## src/rtl/exc_pkg.sv

```systemverilog
// Shared definitions for the exception/commit controller: ExcCode values,
// cm_exc flag bit positions, FSM state encoding and the EPC helper.
package exc_pkg;

  localparam int unsigned EXC_W       = 7;
  localparam int unsigned BIT_ADEL_IF = 0;
  localparam int unsigned BIT_RI      = 1;
  localparam int unsigned BIT_OV      = 2;
  localparam int unsigned BIT_SYS     = 3;
  localparam int unsigned BIT_BP      = 4;
  localparam int unsigned BIT_ADEL_D  = 5;
  localparam int unsigned BIT_ADES_D  = 6;

  localparam logic [4:0] CODE_INT  = 5'd0;
  localparam logic [4:0] CODE_ADEL = 5'd4;
  localparam logic [4:0] CODE_ADES = 5'd5;
  localparam logic [4:0] CODE_SYS  = 5'd8;
  localparam logic [4:0] CODE_BP   = 5'd9;
  localparam logic [4:0] CODE_RI   = 5'd10;
  localparam logic [4:0] CODE_OV   = 5'd12;

  typedef enum logic [1:0] {
    IDLE  = 2'd0,
    EXC   = 2'd1,
    ERET  = 2'd2,
    REDIR = 2'd3
  } exc_state_e;

  // A delay-slot instruction reports the address of its branch as EPC.
  function automatic logic [31:0] epc_of(input logic [31:0] pc, input logic bd);
    epc_of = bd ? (pc - 32'd4) : pc;
  endfunction

endpackage

```

## src/rtl/exc_prio_enc.sv

```systemverilog
// Fixed-priority exception selector: picks exactly one winning cause from
// the interrupt request and the commit-stage flags.
module exc_prio_enc
  import exc_pkg::*;
(
  input  logic             i_int,
  input  logic [EXC_W-1:0] i_flags,
  output logic             o_valid,
  output logic [4:0]       o_code,
  output logic             o_is_data
);

  // Priority chain; fetch-side faults outrank execute-side, data faults last.
  always_comb begin
    o_valid   = 1'b1;
    o_code    = CODE_INT;
    o_is_data = 1'b0;
    if (i_int) begin
      o_code = CODE_INT;
    end else if (i_flags[BIT_ADEL_IF]) begin
      o_code = CODE_ADEL;
    end else if (i_flags[BIT_RI]) begin
      o_code = CODE_RI;
    end else if (i_flags[BIT_OV]) begin
      o_code = CODE_OV;
    end else if (i_flags[BIT_SYS]) begin
      o_code = CODE_SYS;
    end else if (i_flags[BIT_BP]) begin
      o_code = CODE_BP;
    end else if (i_flags[BIT_ADEL_D]) begin
      o_code    = CODE_ADEL;
      o_is_data = 1'b1;
    end else if (i_flags[BIT_ADES_D]) begin
      o_code    = CODE_ADES;
      o_is_data = 1'b1;
    end else begin
      o_valid = 1'b0;
    end
  end

endmodule

```

## src/rtl/exc_commit_ctrl.sv

```systemverilog
// Commit-point exception/ERET controller: records the exception for CP0,
// flushes younger stages and holds a fetch redirect until accepted.
// Interrupt handling is compiled in only when EXC_INT_EN is defined.
module exc_commit_ctrl
  import exc_pkg::*;
#(
  parameter logic [31:0] EXC_VECTOR = 32'hBFC0_0380
)(
  input  logic             clk,
  input  logic             rstn,
  input  logic             cm_valid,
  input  logic [31:0]      cm_pc,
  input  logic             cm_bd,
  input  logic [EXC_W-1:0] cm_exc,
  input  logic [31:0]      cm_badvaddr,
  input  logic             cm_eret,
  input  logic             int_req,
  input  logic             status_exl,
  input  logic [31:0]      return_addr,
  output logic             exc_valid,
  output logic [4:0]       exc_code,
  output logic [31:0]      exc_epc,
  output logic             exc_bd,
  output logic [31:0]      exc_badvaddr,
  output logic             eret_clr,
  output logic             commit_ok,
  output logic             flush,
  output logic             redir_valid,
  output logic [31:0]      redir_pc,
  input  logic             redir_ready
);

  exc_state_e  r_state;
  exc_state_e  w_state_nxt;
  logic        w_int;
  logic        w_prio_valid;
  logic [4:0]  w_prio_code;
  logic        w_prio_is_data;
  logic        w_idle;
  logic        w_take_exc;
  logic        w_take_eret;
  logic        w_fetch_adel;

  logic        r_exc_valid;
  logic        r_eret_clr;
  logic        r_flush;
  logic        r_redir_valid;
  logic [4:0]  r_exc_code;
  logic [31:0] r_exc_epc;
  logic        r_exc_bd;
  logic [31:0] r_exc_badvaddr;
  logic [31:0] r_redir_pc;

`ifdef EXC_INT_EN
  assign w_int = int_req & ~status_exl;
`else
  logic w_unused_int;
  assign w_unused_int = int_req ^ status_exl;
  assign w_int        = 1'b0;
`endif

  exc_prio_enc u_prio (
    .i_int     (w_int),
    .i_flags   (cm_exc),
    .o_valid   (w_prio_valid),
    .o_code    (w_prio_code),
    .o_is_data (w_prio_is_data)
  );

  assign w_idle       = (r_state == IDLE);
  assign w_take_exc   = w_idle & cm_valid & w_prio_valid;
  assign w_take_eret  = w_idle & cm_valid & cm_eret & ~w_prio_valid;
  assign w_fetch_adel = (w_prio_code == CODE_ADEL) & ~w_prio_is_data;
  assign commit_ok    = cm_valid & w_idle & ~w_take_exc & ~cm_eret;

  // State register.
  always_ff @(posedge clk or negedge rstn) begin
    if (!rstn) begin
      r_state <= IDLE;
    end else begin
      r_state <= w_state_nxt;
    end
  end

  // Next-state logic; exceptions beat ERET on the same instruction.
  always_comb begin
    w_state_nxt = r_state;
    case (r_state)
      IDLE: begin
        if (w_take_exc) begin
          w_state_nxt = EXC;
        end else if (w_take_eret) begin
          w_state_nxt = ERET;
        end else begin
          w_state_nxt = IDLE;
        end
      end
      EXC:   w_state_nxt = REDIR;
      ERET:  w_state_nxt = REDIR;
      REDIR: begin
        if (redir_ready) begin
          w_state_nxt = IDLE;
        end else begin
          w_state_nxt = REDIR;
        end
      end
      default: w_state_nxt = IDLE;
    endcase
  end

  // Control strobes registered from the next state so they align with it.
  always_ff @(posedge clk or negedge rstn) begin
    if (!rstn) begin
      r_exc_valid   <= 1'b0;
      r_eret_clr    <= 1'b0;
      r_flush       <= 1'b0;
      r_redir_valid <= 1'b0;
    end else begin
      r_exc_valid   <= (w_state_nxt == EXC);
      r_eret_clr    <= (w_state_nxt == ERET);
      r_flush       <= (w_state_nxt != IDLE);
      r_redir_valid <= (w_state_nxt == REDIR);
    end
  end

  // Exception record and redirect target, captured only in the taking cycle.
  always_ff @(posedge clk or negedge rstn) begin
    if (!rstn) begin
      r_exc_code     <= 5'd0;
      r_exc_epc      <= 32'd0;
      r_exc_bd       <= 1'b0;
      r_exc_badvaddr <= 32'd0;
      r_redir_pc     <= 32'd0;
    end else if (w_take_exc) begin
      r_exc_code <= w_prio_code;
      r_exc_epc  <= epc_of(cm_pc, cm_bd);
      r_exc_bd   <= cm_bd;
      r_redir_pc <= EXC_VECTOR;
      if (w_prio_is_data) begin
        r_exc_badvaddr <= cm_badvaddr;
      end else if (w_fetch_adel) begin
        r_exc_badvaddr <= cm_pc;
      end else begin
        r_exc_badvaddr <= r_exc_badvaddr;
      end
    end else if (w_take_eret) begin
      r_redir_pc <= return_addr;
    end else begin
      r_redir_pc <= r_redir_pc;
    end
  end

  assign exc_valid    = r_exc_valid;
  assign eret_clr     = r_eret_clr;
  assign flush        = r_flush;
  assign redir_valid  = r_redir_valid;
  assign exc_code     = r_exc_code;
  assign exc_epc      = r_exc_epc;
  assign exc_bd       = r_exc_bd;
  assign exc_badvaddr = r_exc_badvaddr;
  assign redir_pc     = r_redir_pc;

endmodule

```

## config.mk

```make
export PLATFORM = sky130hd
export DESIGN_NAME = exc_commit_ctrl
export DESIGN_NICKNAME = d
export VERILOG_FILES = /design/src/rtl/exc_pkg.sv /design/src/rtl/exc_prio_enc.sv /design/src/rtl/exc_commit_ctrl.sv
export SDC_FILE = /design/constraint.sdc
export NUM_CORES = 1
export LEC_CHECK = 0
export CAP_MARGIN = 40
export CORE_MARGIN = 1.5
export CORE_UTILIZATION = 35
export CTS_BUF_LIST = sky130_fd_sc_hd__clkbuf_16
export CTS_CLUSTER_DIAMETER = 30
export DETAILED_ROUTE_END_ITERATION = 7
export MAX_ROUTING_LAYER = met4
export PLACE_DENSITY = 0.8
export SYNTH_ARGS = -nofsm -noshare
export SYNTH_HDL_FRONTEND = slang
export SYNTH_SLANG_ARGS = --single-unit
```

## constraint.sdc

```tcl
create_clock -name clk -period 1.75 [get_ports clk]
set_clock_uncertainty 0.15 [all_clocks]
set_input_delay 0.35 -clock clk [delete_from_list [all_inputs] [get_ports clk]]
set_output_delay 0.35 -clock clk [all_outputs]
set_load 0.02 [all_outputs]
```

==> results.ini <==
[final_layout]
nets=935
seqCellArea_um2=2680
final_cells=1005
mostFrequentLayoutCells=dlygate4sd2_1 (114), dfrtp_1 (107), buf_4 (87), nand2_1 (79), clkdlybuf4s50_1 (72)
n_fill_cell=1012
multi_input_area_um2=2980
layout_commonest_cell=dlygate4sd2_1
diodes=0
design_area_um2=9480
drive_gt1_frac=0.377
syn2layout_area_growth_pct=85.6

[timing]
max_freq_mhz=462
layout_setup_ws_ns=-0.415
rsz0062_at_grt=yes
setup_viol=54
hold_viol=0
final_max_slew_viol_count=0
tightest_slew_ns=0.606
slew_headroom=0.596
finalCritPeriodShare=1.24
fin_crit_ns=2.17

[synth]
synth_area_leaders=dfrtp_1 (52%), mux2_2 (14%), nand2_1 (6.8%), a31oi_1 (2.4%), or3_1 (2.2%)
yosysWarnings=0
synth_nets=614
ys_seq_area_frac=0.524
ys_types=37
ys_seq_elements=107
synth_top_cell_by_area=dfrtp_1
synth_area_um2=5110
synth_cells=499
synth_top_cell_area_share=0.524
syn_avg_cell_area_um2=10.2

[global_routing]
grt_max_degree=61
grt_pass1_wl_um=27700
grt_pass1_vias=5359
grt_overflow=0
antenna_found_initial=0
grt_usage=0.245

[power]
power.leakage_nw=4.36
p_per_area_nw_per_um2=1140
ir_drop_uv=906

[routing]
drtAntennaViolNets=0
drcViolationCount=0
vias_per_cell=5.26
routedWlPerCell_um=19.5
wirelength_um=19600
route.vias.total=5286
first_pass_iters=5
drt_iter0_drc=238

[setup_path]
cp_common_cell=or4_4
critPathBufInv=2
cp_max_fo=7
worstPathCellList=buf_6 -> or4b_4 -> or4_4 -> buf_8 -> or4_4 -> a31oi_4
crit_arrival_ns=2.28
crit_type=input port to flop
crit_path_end_kind=flop
crit_slowest_cell=or4b_4
crit_family=simple AND/OR/NAND/NOR gates
max_stage_delay_ns=0.53
cp_data_required_time_ns=1.86
critPathLaunchType=input port

[floorplan]
coreArea_um2=14000
ioPinCount=218
fp.dieW_um=124
row_count=43
dieArea_um2=15300
start_util=0.364
die_h_um=124

[clock_tree]
clock-sinks=107
htree_levels=3
clk_pin_slew_ns=0.07
cts_tree=yes
clk_latency_ns=0.34
clock-root-buffer=clkbuf_16
tritoncts.num_buffers=9
max-clock-path-buffers=2

[placement]
dpl.cell_count=942
globalplace.congestion=0.901
portBuffers=214
dpl_cell_area_um2=8270
pre_cts_ws_ns=-1.26
dp_hpwl_um=12300

[run_status]
status=finished with violations
violations=setup timing

[run]
maxCapViolations=0

[min_path]
hp-class=input port to flop

==> metrics by stage <==
stage	hold slack (ns)	setup TNS, ns	utilization	power (W)
global route	0.155	-12.95	0.675	0.0114
global placement	0.228	-70.09	0.589	0.00880
detailed placement	0.238	-75.96	0.589	0.00893
finish	0.160	-10.26	0.675	0.0108
CTS	0.140	-10.23	0.641	0.0106
floorplan	-0.0956	-18.28	-	0.00621
==> registers in the layout (all words and copies together) (netlist names) <==
register      count
redir_pc         32
flush             1
exc_code          4
exc_badvaddr     32
eret_clr          1
exc_bd            1
exc_valid         1
redir_valid       1
r_state           2
exc_epc          32
==> routing by layer <==
layer / vias to the layer above / track usage / wire length [µm]
met3: 62 / 0.0522 / 1250
li1: 2407 / - / -
met4: 0 / 0.113 / 790
met1: 2582 / 0.270 / 7570
met2: 235 / 0.425 / 9970
met5: - / - / 0
==> timing repair <==
action,CTS,global route
gates resized for setup,251,124
pin swaps,44,45
cloned,8,6
endpoints found under the hold margin,76,0
endpoints found under the setup margin,211,83
setup buffers,30,11
hold buffers,1,0
==> power breakdown <==
group / internal (W) / switching, W
clock: 0.000993 / 0.000981
sequential: 0.00330 / 0.000467
combinational: 0.00243 / 0.00267
==> synthesized netlist by cell type <==
| library cell | instances |
|---|---|
| or4b_2 | 1 |
| and4bb_2 | 1 |
| nand3_1 | 20 |
| mux2_2 | 65 |
| or4b_1 | 1 |
| nand2_1 | 92 |
| and2_1 | 3 |
| or3_1 | 18 |
| xor2_1 | 5 |
| a32o_1 | 1 |
| nand3b_1 | 1 |
| nand4_1 | 2 |
| a21o_1 | 1 |
| clkbuf_1 | 25 |
| nand2b_1 | 1 |
| clkbuf_2 | 1 |
| buf_4 | 1 |
| xnor2_1 | 5 |
| nor3_1 | 8 |
| nor2_1 | 25 |
| dfrtp_1 | 107 |
| inv_1 | 7 |
| or2_2 | 6 |
| buf_2 | 4 |
| ha_1 | 4 |
| o21ai_0 | 19 |
| or4_1 | 15 |
| a21oi_1 | 18 |
| o31ai_1 | 11 |
| o41ai_1 | 2 |
| nand4b_1 | 1 |
| nor2b_1 | 1 |
| conb_1 | 1 |
| a31oi_1 | 20 |
| and4_1 | 1 |
| o21bai_1 | 2 |
| nor4_1 | 3 |
==> area by class of cell <==
class	instances	area share
clock buffer	9	0.0238
timing repair buffer	341	0.345
sequential	107	0.282
clock inverter	7	0.00633
inverter	7	0.00435
multi-input combinational	354	0.314
tap	180	0.0238
==> path summary, 6_finish.rpt <==
kind	start	to	slack, ns	depth (start not counted)
max in group asynchronous	rstn	redir_pc[30]	0.50	3
worst max-delay path	cm_pc[3]	exc_epc[19]	-0.42	6
worst max register to register	r_state[0]	exc_badvaddr[23]	-0.16	8
worst min-delay path	cm_pc[2]	exc_epc[2]	0.16	3
min in group asynchronous	rstn	exc_epc[22]	0.39	3
worst min register to register	exc_code[1]	exc_code[1]	0.33	2
==> worst reg2reg max path: stages (launching register included) <==
cell and delay (ns):
dfrtp_1 0.40, inv_2 0.09, ha_4 0.14, buf_4 0.11
nand2_4 0.07, a21oi_4 0.22, buf_6 0.17, buf_12 0.14
mux2_4 0.32
==> cell families (layout without fill, tap and decap cells) <==
family	count (synthesis)	after routing	synth area share
XOR/XNOR	10	10	0.0171
adder cells (fa/ha/maj)	4	4	0.00980
AND/OR/NAND/NOR	200	200	0.188
multiplexers	65	65	0.143
AO/OA/AOI/OAI	74	74	0.0867
buffers and inverters	38	364	0.0299
other	1	1	0.000734
flip-flops	107	107	0.524
Note: power is estimated with default switching activity, not from simulation.
